### config.mk
export PLATFORM = sky130hd
export DESIGN_NAME = hamming_seq_ctrl
export DESIGN_NICKNAME = d
export VERILOG_FILES = /design/src/rtl/hamming_seq_ctrl.sv
export SDC_FILE = /design/constraint.sdc
export NUM_CORES = 1
export LEC_CHECK = 0
export CAP_MARGIN = 40
export CORE_MARGIN = 4
export CORE_UTILIZATION = 33
export DETAILED_ROUTE_END_ITERATION = 6
export PLACE_DENSITY = 0.65
export SLEW_MARGIN = 0
export SYNTH_ARGS = -nofsm -noshare
export SYNTH_HDL_FRONTEND = slang
export SYNTH_SLANG_ARGS = --single-unit
### constraint.sdc
create_clock -name clk -period 8.7 [get_ports clk]
set_clock_uncertainty 0.05 [all_clocks]
set_input_delay 2.175 -clock clk [delete_from_list [all_inputs] [get_ports clk]]
set_output_delay 2.175 -clock clk [all_outputs]
set_load 0.1 [all_outputs]
### src/rtl/hamming_seq_ctrl.sv
// Nibble-serial Hamming-distance frame controller: one 4-bit popcount unit and an 8-bit accumulator.
// Optional threshold compare output is enabled by defining HB_THRESHOLD_EN.
module hamming_seq_ctrl #(
  parameter int WORDS = 4
) (
  input  logic        clk,
  input  logic        rst,
  input  logic [15:0] A,
  input  logic [15:0] B,
  input  logic        IN_VALID,
  output logic        IN_READY,
  input  logic        ABORT,
  output logic [7:0]  DIST,
  output logic        OUT_VALID,
  input  logic        OUT_READY,
`ifdef HB_THRESHOLD_EN
  input  logic [7:0]  THRESH,
  output logic        OVER,
`endif
  output logic        BUSY
);

  typedef enum logic [1:0] {
    IDLE = 2'd0,
    CALC = 2'd1,
    DONE = 2'd2
  } state_t;

  localparam logic [3:0] WORDS_C = 4'(WORDS);

  state_t      state, state_n;
  logic [15:0] a_p0, a_p0_n;
  logic [15:0] b_p0, b_p0_n;
  logic [1:0]  nib, nib_n;
  logic [7:0]  acc_p1, acc_p1_n;
  logic [3:0]  word_cnt, word_cnt_n;
  logic [3:0]  word_cnt_inc;
  logic [3:0]  a_nib, b_nib;
  logic [2:0]  nib_dist;
  logic [7:0]  acc_sum;
  logic        over_q, over_n;

  function automatic logic [2:0] popcount4(input logic [3:0] x);
    popcount4 = 3'(x[0]) + 3'(x[1]) + 3'(x[2]) + 3'(x[3]);
  endfunction

  function automatic logic [7:0] acc_add(input logic [7:0] acc, input logic [2:0] d);
    // WORDS <= 15 bounds the total at 240, so plain wrap-free addition is sufficient.
    acc_add = acc + {5'b0, d};
  endfunction

  always_comb begin
    a_nib        = a_p0[{nib, 2'b00} +: 4];
    b_nib        = b_p0[{nib, 2'b00} +: 4];
    nib_dist     = popcount4(a_nib ^ b_nib);
    acc_sum      = acc_add(acc_p1, nib_dist);
    word_cnt_inc = word_cnt + 4'd1;
  end

  always_comb begin
    state_n    = state;
    a_p0_n     = a_p0;
    b_p0_n     = b_p0;
    nib_n      = nib;
    acc_p1_n   = acc_p1;
    word_cnt_n = word_cnt;
    over_n     = over_q;

    if (ABORT) begin
      // Abort beats accept, accumulate and result handshake alike.
      state_n    = IDLE;
      nib_n      = 2'd3;
      acc_p1_n   = 8'd0;
      word_cnt_n = 4'd0;
      over_n     = 1'b0;
    end else begin
      unique case (state)
        IDLE: begin
          if (IN_VALID) begin
            a_p0_n  = A;
            b_p0_n  = B;
            nib_n   = 2'd3;
            state_n = CALC;
          end
        end
        CALC: begin
          acc_p1_n = acc_sum;
          nib_n    = nib - 2'd1;
          if (nib == 2'd0) begin
            word_cnt_n = word_cnt_inc;
            if (word_cnt_inc == WORDS_C) begin
              state_n = DONE;
`ifdef HB_THRESHOLD_EN
              over_n  = (acc_sum > THRESH);
`endif
            end else begin
              state_n = IDLE;
            end
          end
        end
        DONE: begin
          if (OUT_READY) begin
            acc_p1_n   = 8'd0;
            word_cnt_n = 4'd0;
            over_n     = 1'b0;
            state_n    = IDLE;
          end
        end
        default: begin
          state_n = IDLE;
        end
      endcase
    end
  end

  // ---- stage p0/p1: operand latch, nibble walk and frame accumulator
  always_ff @(posedge clk or posedge rst) begin
    if (rst) begin
      state    <= IDLE;
      a_p0     <= 16'd0;
      b_p0     <= 16'd0;
      nib      <= 2'd3;
      acc_p1   <= 8'd0;
      word_cnt <= 4'd0;
      over_q   <= 1'b0;
    end else begin
      state    <= state_n;
      a_p0     <= a_p0_n;
      b_p0     <= b_p0_n;
      nib      <= nib_n;
      acc_p1   <= acc_p1_n;
      word_cnt <= word_cnt_n;
      over_q   <= over_n;
    end
  end

  assign IN_READY  = (state == IDLE);
  assign OUT_VALID = (state == DONE);
  assign DIST      = acc_p1;
  assign BUSY      = (word_cnt != 4'd0) || (state != IDLE);

`ifdef HB_THRESHOLD_EN
  assign OVER = over_q;
`else
  logic unused_over;
  assign unused_over = over_q;
`endif

endmodule

==> metrics.txt, run 1 <==
starting density of the core 34.7%; final WL between 4000 and 5000 um; synth warn 0; share of the synthesized area in the top cell type 47.7%; Hold WC Path Type flop to flop; CP Class flop to output pin; hold path startpoint word_cnt[3]$_DFFE_PP0P_; R2R Path End DIST[1]$_DFFE_PP0P_; # DRC 0; Tightest Pin Transition about 620 ps; outcome finished, final reports clean; die width between 90 and 100 um; post-synth cell types 37; H-tree depth 2; depth of the worst hold-timing path 1; Reg area around 1200 um^2; DR WL/cell 12.9 um; RD Place Congestion approximately 0.77; sequential area share after synthesis between 40% and 50%; post-synth net total 242; hold endpoint word_cnt[3]$_DFFE_PP0P_; net switching power approximately 230 uW; Synth Instances about 200; Place WS approximately 4500 ps; Synth area leader dfrtp_1; Pwr Density just over 200 nW/um^2; clk sinks 48; Remaining Overflow, GRT 0; crit end category output pin; largest net degree at the start of global routing 33; leak pwr around 0.0013 uW; Finished Core Util between 40% and 50%; worst vdd ir 0.120 mV; global-route wire length before repair 7670 um; # placed instances between 300 and 400; Fillers roughly 640; fin crit share a little under half; synthesized area per cell roughly 12 um^2; Layout Nets around 300; reg2reg start nib[0]$_DFFE_PP1P_; Max-Cap Viols 0; post-place instance area 3140 um^2; number of non-filler instances in the completed layout 352; Die ar. 8740 um^2; Core Area ~6900 um^2; maximum root-to-sink buffer count 2; footprint of the multi-input gates about 1100 um^2; ratio of cells with drive above 1 in the final layout about a quarter; minimum clock period roughly 4200 ps; CTS resizes 0; Pint 435 uW; drt first-iter violations 23; initial antenna violation count 0; R2R Setup Slk between 5000 and 6000 ps; Clock transition at path regs approximately 90 ps; Via Count 1625; Die Span Y a little over 90 um; port bufs 47; RSZ-0062 raised after global routing no; Sw Share roughly a third; total track usage a little under an eighth; Final Cell Area roughly 3200 um^2; number of global-route vias before repair 1631; final setup vio count 0; final worst slack 4530 ps; combinational power share 36.2%; synth top area cells dfrtp_1 (48%), mux2_2 (15%), xor2_1 (4.4%); antenna diode count 0; CP Data Required Time between 6000 and 7000 ps; clock power share about a fifth; startpoint types flop; Final ANT Viol Nets 0; hold_buf cts 0; hpwl dp 3510 um; synthesized cell area between 2000 and 2500 um^2; clock buffer count from CTS 5; IO Pins 48; Crit Path Max Fanout 10; Rows 30; CTS tree done; Area Overhead vs Synth 34.2%; final hold vios 0; Setup Buffers After CTS 0; cell count of the worst reg-to-reg path 8; Root Driver clkbuf_8; Slew HR between 50% and 60%; drt pass-1 iters 4; maximum clock rate roughly 240 MHz; worst-skew pair later-pin latency roughly 300 ps; worst path arrival time 1950 ps; Yosys reg bits 48; via/cell ratio ~4.6; setup TNS 0 ps; Slew Viols, Final 0; register share of total power between 40% and 50%
per-stage QoR:
stage,power [uW],hold slack [ps]
2_1_floorplan,450,397
3_3_place_gp,510,416
3_5_place_dp,533,451
4_1_cts,671,464
5_1_grt,706,484
6_report,661,455
layout by cell type (no fill, tap or decap), types with 2 or more instances in the layout:
cell	n
buf_8	11
mux4_2	4
nand2b_1	6
nor2_1	16
and3_1	2
inv_1	7
xor2_1	12
dfstp_2	2
clkinvlp_4	2
nand2_1	9
o31ai_1	3
mux2_2	32
o21ai_0	8
a21oi_1	2
ha_1	4
a2111oi_0	2
nand3_1	4
nor3_1	2
clkbuf_8	5
xnor2_1	8
clkdlybuf4s50_1	47
dfrtp_1	46
fa_1	3
cell usage after synthesis:
master,instances
and2b_1,1
buf_2,6
mux2i_1,1
nor2b_1,1
inv_1,8
dfrtp_1,46
or3_1,1
or4_1,1
ha_1,4
dfstp_2,2
o31ai_1,3
xor2_1,12
a21o_1,1
o311ai_0,1
and3_1,2
a211oi_1,1
or2_0,1
nor4b_2,1
o21ai_0,8
a21oi_1,2
xnor2_1,8
nand4_1,1
and3b_1,1
nor3b_1,1
mux2_2,32
buf_6,2
mux4_2,4
nor2_1,16
nand3_1,4
nand2_1,9
nor3_1,2
clkinv_1,1
a211o_1,1
a2111oi_0,2
clkbuf_1,2
nand2b_1,6
fa_1,3
cell families after synthesis:
kind of cell,after synthesis,share of synthesized area [%]
multiplexers,37,19.1
adder cells (fa/ha/maj),7,4.57
XOR/XNOR,20,7.27
AO/OA/AOI/OAI,19,5.09
buffers and inverters,19,3.89
flip-flops,48,49.9
AND/OR/NAND/NOR,48,10.2
area by class of cell:
| cell class | instances | share of cell area [%] |
|---|---|---|
| Tap cell | 96 | 3.71 |
| Clock buffer | 5 | 2.13 |
| Multi-Input combinational cell | 131 | 34.7 |
| Sequential cell | 48 | 37.2 |
| Timing Repair Buffer | 60 | 20.5 |
| Inverter | 9 | 1.04 |
| Clock inverter | 3 | 0.735 |
layer usage:
metal / vias up / wire [um] / share of wire, % / global-route usage (%)
li1: 796 / - / - / -
met1: 784 / 2140 / 47 / 14.5
met2: 38 / 2100 / 46 / 18.6
met3: 7 / 251 / 5.5 / 2.65
met4: 0 / 63 / 1.4 / 4.03
met5: - / 0 / 0 / 0
critical path, cell delays in order, from the launching register on:
cell and delay, ps:
dfrtp_1 530, nor2b_1 340, clkdlybuf4s50_1 580, buf_8 200
registers in the layout (all words and copies together) (netlist names):
register and flops:
DIST 8, a_p0 16, b_p0 16, nib 2
state 2, word_cnt 4
how the worst max path moves through the flow:
stage	startpoint	endpoint	slack [ps]
2_1_floorplan	state[0]$_DFFE_PP0P_	BUSY	3440
3_3_place_gp	ABORT	b_p0[0]$_DFFE_PP0P_	4470
3_5_place_dp	ABORT	a_p0[15]$_DFFE_PP0P_	4500
4_1_cts	state[1]$_DFFE_PP0P_	OUT_VALID	4530
5_1_grt	state[1]$_DFFE_PP0P_	OUT_VALID	4440
6_report	state[1]$_DFFE_PP0P_	OUT_VALID	4530
power by group through the flow:
stage	Clock, uW	Sequential (uW)	Combinational (uW)
after floorplan	0	317	134
after global placement	0	291	218
after detailed placement	0	292	241
after CTS	141	288	242
after global routing	150	293	263
final	135	287	239
Note: power is estimated with default switching activity, not from simulation.
==> inputs of run 2 (changes only) <==
--- a/config.mk
+++ b/config.mk
@@ -9,7 +9,7 @@
 export CORE_MARGIN = 4
 export CORE_UTILIZATION = 33
 export DETAILED_ROUTE_END_ITERATION = 6
-export PLACE_DENSITY = 0.65
+export PLACE_DENSITY = 0.67
 export SLEW_MARGIN = 0
 export SYNTH_ARGS = -nofsm -noshare
 export SYNTH_HDL_FRONTEND = slang
==> constraint.sdc (replaced) <==
create_clock -name clk -period 3.7 [get_ports clk]
set_clock_uncertainty 0.05 [all_clocks]
set_input_delay 0.925 -clock clk [delete_from_list [all_inputs] [get_ports clk]]
set_output_delay 0.925 -clock clk [all_outputs]
set_load 0.1 [all_outputs]
==> run 2 against run 1 <==
  * Sequential cell count unchanged
  * Die area unchanged
  * First-iteration DRC count is 52% higher
  * Combinational power grew 110%
  * Clock power increased to 3.0 times the previous value
==> metrics.txt, run 2 (synthesis gave the netlist of run 1 again) <==
ratio of cells with drive above 1 in the final layout ~25%; setup TNS 0 ps; Critical Path Max Stage Delay 530 ps; Max-Cap Viols 0; depth of the worst hold-timing path 1; hold_buf cts 0; number of global-route vias before repair around 1600; footprint of the multi-input gates between 1000 and 1500 um^2; Remaining Overflow, GRT 0; Area Overhead vs Synth 27.5%; startpoint types flop; CTS tree done; IO Pins 48; die width a little over 90 um; Die ar. a little under 9000 um^2; DR WL/cell 13.7 um; Layout Nets ~290; cell count of the worst reg-to-reg path 10; port bufs 47; CTS resizes 0; maximum root-to-sink buffer count 2; drt pass-1 iters 4; final setup vio count 0; Finished Core Util approximately 44%; clk sinks between 40 and 50; largest net degree at the start of global routing 33; # DRC 0; hpwl dp approximately 3600 um; worst-path cell chain clkinv_1 -> mux4_2 -> fa_1 -> inv_1 -> fa_1 -> fa_1 -> and3_1 -> o31ai_1 -> xor2_1 -> nor2_1; Core Area roughly 7000 um^2; Slew HR a little under 60%; Reg area between 1000 and 1500 um^2; RSZ-0062 raised after global routing no; Setup Buffers After CTS 0; final WL 4670 um; Crit Path Max Fanout 7; crit end category flop; Slowest-stage cell, CP dfstp_2; starting density of the core a little over a third; H-tree depth 2; outcome finished, final reports clean; antenna diode count 0; # placed instances ~330; worst vdd ir roughly 0.23 mV; maximum clock rate ~300 MHz; minimum clock period 3390 ps; most common cell after layout, fill and taps aside dfrtp_1; worst path arrival time roughly 3500 ps; total track usage a little under an eighth; Die Span Y just over 90 um; Pwr Density between 500 and 600 nW/um^2; Hold WC Path Type flop to flop; WP buf/inv 2; number of non-filler instances in the completed layout 341; fin crit share between 90% and 100%; final hold vios 0; CP Class flop to flop; leak pwr ~0.0013 uW; initial antenna violation count 0; CP Data Required Time ~3800 ps; Slew Viols, Final 0; Final ANT Viol Nets 0; Rows 30; clock buffer count from CTS 5; Top delay family on crit path adder cells; drt first-iter violations 35; most frequent cells in the layout dfrtp_1 (46), clkdlybuf4s50_1 (36), mux2_2 (32); Clock transition at path regs 90 ps; cell mode on critical path fa_1; Tightest Pin Transition 616 ps; Fillers between 600 and 700; global-route wire length before repair roughly 8000 um; worst-skew pair later-pin latency 310 ps; RD Place Congestion approximately 0.79; number of cells on the critical path 10; via/cell ratio ~4.7; Via Count 1595; Root Driver clkbuf_8
run 2: cell types whose count changed in the layout (fill, tap and decap cells not counted), sizes merged:
cell and change:
clkdlybuf4s50 -11, clkinvlp -2, bufinv +1, clkbuf +1
run 2: area by class of cell:
cell class / instances / share of cell area (%)
flip-flops and latches: 48 / 39.2
multi-input cells: 131 / 36.6
repair buffers: 49 / 15.3
well taps: 96 / 3.91
clock buffers: 6 / 2.69
clock inverters: 2 / 1.26
inverters: 9 / 1.10
run 2: final timing paths:
path                                         startpoint                       to  slack, ps
worst max-delay path                 nib[0]$_DFFE_PP1P_      DIST[4]$_DFFE_PP0P_        310
worst min-delay path            word_cnt[3]$_DFFE_PP0P_  word_cnt[3]$_DFFE_PP0P_        440
worst max register to register       nib[0]$_DFFE_PP1P_      DIST[4]$_DFFE_PP0P_        310
worst min register to register  word_cnt[3]$_DFFE_PP0P_  word_cnt[3]$_DFFE_PP0P_        440
max in group asynchronous                           rst       nib[0]$_DFFE_PP1P_       2110
min in group asynchronous                           rst     a_p0[10]$_DFFE_PP0P_        910
run 2: per-stage QoR:
step	instance area, um^2	hold slack [ps]	power, uW	setup slack (ps)
2_1_floorplan	2410	397	1060	355
3_3_place_gp	2930	421	1190	369
3_5_place_dp	2950	431	1210	261
4_1_cts	3070	444	1620	255
5_1_grt	3070	474	1690	52.3
6_report	3070	439	1590	312
run 2: layer usage:
metal  track usage (%)  vias to the layer above  share of wire, %
met3              3.46                        7               6.5
met4              3.30                        0               1.1
met1              15.9                      764                47
met5                 0                        -                 0
li1                  -                      774                 -
met2              18.2                       50                45
run 2: where the power goes:
group	internal, uW	total [uW]	switching [uW]
Clock	221	405	183
Sequential	610	676	65.9
Combinational	239	512	273
Total	1070	1590	522
==> inputs of run 3 (changes only) <==
--- a/config.mk
+++ b/config.mk
@@ -5,10 +5,10 @@
 export SDC_FILE = /design/constraint.sdc
 export NUM_CORES = 1
 export LEC_CHECK = 0
-export CAP_MARGIN = 40
 export CORE_MARGIN = 4
 export CORE_UTILIZATION = 33
 export DETAILED_ROUTE_END_ITERATION = 6
+export MAX_ROUTING_LAYER = met4
 export PLACE_DENSITY = 0.67
 export SLEW_MARGIN = 0
 export SYNTH_ARGS = -nofsm -noshare
==> run 3 against run 2 <==
  * Power down 5.5%
  * Die area unchanged
  * Register-to-register slack worse by 40 ps
  * Non-clock buffer count down 1
  * First-iteration DRC count up 51%
  * Global-route usage down 0.17 points
  * Worst hold slack better by 5.2 ps
  * Maximum frequency down 1.1%
  * Combinational power about the same
  * Critical path depth unchanged
  * Worst setup slack worse by 38 ps
  * Clock power down 21%
  * Highest routed layer unchanged
==> metrics.txt, run 3 (synthesis gave the netlist of run 1 again) <==
outcome finished, final reports clean; via/cell ratio approximately 4.7; DR WL/cell 13.6 um; fin crit share 92.6%; initial antenna violation count 0; minimum clock period 3430 ps; clk sinks 48; hold_buf cts 0; crit end category flop; antenna diode count 0; CTS tree done; CTS resizes 0; Die ar. 8740 um^2; worst vdd ir 0.225 mV; Setup crit start nib[0]$_DFFE_PP1P_; maximum clock rate 292 MHz; Slew Viols, Final 0; startpoint types flop; clock buffer count from CTS 5; Via Count around 1600; Place WS roughly 250 ps; # DRC 0; port bufs between 40 and 50; R2R Setup Slk roughly 270 ps; Core Area 6940 um^2; Final ANT Viol Nets 0; Tightest Pin Transition about 980 ps; maximum root-to-sink buffer count 2; Finished Core Util between 40% and 50%; Clock transition at path regs 90 ps; final worst slack approximately 270 ps; final WL between 4000 and 5000 um; drt first-iter violations 53; IO Pins 48; CP Data Required Time 3840 ps; Layout Nets approximately 290; global-route wire length before repair about 7800 um; worst-skew pair later-pin latency approximately 300 ps; worst path arrival time between 3000 and 4000 ps; crit path capture DIST[4]$_DFFE_PP0P_; setup TNS 0 ps; R2R Path End DIST[4]$_DFFE_PP0P_; starting density of the core between 30% and 40%; ratio of cells with drive above 1 in the final layout between 20% and 30%; drt pass-1 iters 4; leak pwr around 0.0013 uW; total track usage a little under an eighth; hpwl dp between 3000 and 4000 um; most frequent cells in the layout dfrtp_1 (46), clkdlybuf4s50_1 (36), mux2_2 (32); most common cell after layout, fill and taps aside dfrtp_1; Hold WC Path Type flop to flop; Remaining Overflow, GRT 0; CP Class flop to flop; largest net degree at the start of global routing 49; final setup vio count 0; Setup Buffers After CTS 0; Max-Cap Viols 0; cell count of the worst reg-to-reg path 10; Rows 30; Pwr Density about 500 nW/um^2; RSZ-0062 raised after global routing no; H-tree depth 2; Root Driver clkbuf_8; final hold vios 0; Crit Path Max Fanout 7; Area Overhead vs Synth 25.3%; Hold WS between 400 and 500 ps; RD Place Congestion 0.804; total power approximately 1500 uW; number of global-route vias before repair approximately 1600; die width between 90 and 100 um; reg2reg start nib[0]$_DFFE_PP1P_; Slew HR roughly a third; Die Span Y 93.5 um
## run 3: cell types whose count changed in the layout (fill, tap and decap cells not counted)
cell and delta:
clkbuf_1 +1, buf_12 -1, clkbuf_8 -1, clkinvlp_4 +1, bufinv_16 -1
## run 3: worst max-delay path, stage by stage (launching register included)
cell and delay (ps):
dfstp_2 540, clkinv_1 230, mux4_2 530, fa_1 530
inv_1 60, fa_1 450, fa_1 430, and3_1 200
o31ai_1 70, xor2_1 170, nor2_1 50
## run 3: final cells by class
type / instances / area (um^2)
Fill cell: 673 / 3920
Clock buffer: 6 / 72.6
Inverter: 9 / 33.8
Clock inverter: 2 / 16.3
Multi-Input combinational cell: 131 / 1120
Tap cell: 96 / 120
Sequential cell: 48 / 1200
Timing Repair Buffer: 48 / 450
## run 3: worst min path at each step
stage                                  from                 endpoint  slack (ps)  cells past startpoint
finish              word_cnt[3]$_DFFE_PP0P_  word_cnt[3]$_DFFE_PP0P_         440                      1
floorplan           word_cnt[3]$_DFFE_PP0P_  word_cnt[3]$_DFFE_PP0P_         400                      1
CTS                 word_cnt[3]$_DFFE_PP0P_  word_cnt[3]$_DFFE_PP0P_         440                      1
global placement    word_cnt[3]$_DFFE_PP0P_  word_cnt[3]$_DFFE_PP0P_         420                      1
global route        word_cnt[3]$_DFFE_PP0P_  word_cnt[3]$_DFFE_PP0P_         470                      1
detailed placement  word_cnt[3]$_DFFE_PP0P_  word_cnt[3]$_DFFE_PP0P_         430                      1
## run 3: stage by stage
stage | std cells | area [um^2]
finish | 340 | 3020
global route | 340 | 3020
CTS | 340 | 3020
detailed placement | 332 | 2930
global placement | 332 | 2930
floorplan | 198 | 2410
## run 3: report_power, final
group	total [uW]	leakage (uW)	switching (uW)	internal (uW)
registers	676	0.000588	66.3	610
clock network	318	0.0000414	183	135
logic	510	0.000637	273	237
total	1500	0.00127	523	981
## run 3: metal layers
metal | vias to the layer above | GRT usage (%) | share of wire (%)
li1 | 773 | - | -
met1 | 770 | 15.8 | 48
met2 | 45 | 17.4 | 45
met3 | 4 | 2.98 | 5.9
met4 | 0 | 2.56 | 0.67
met5 | - | - | 0
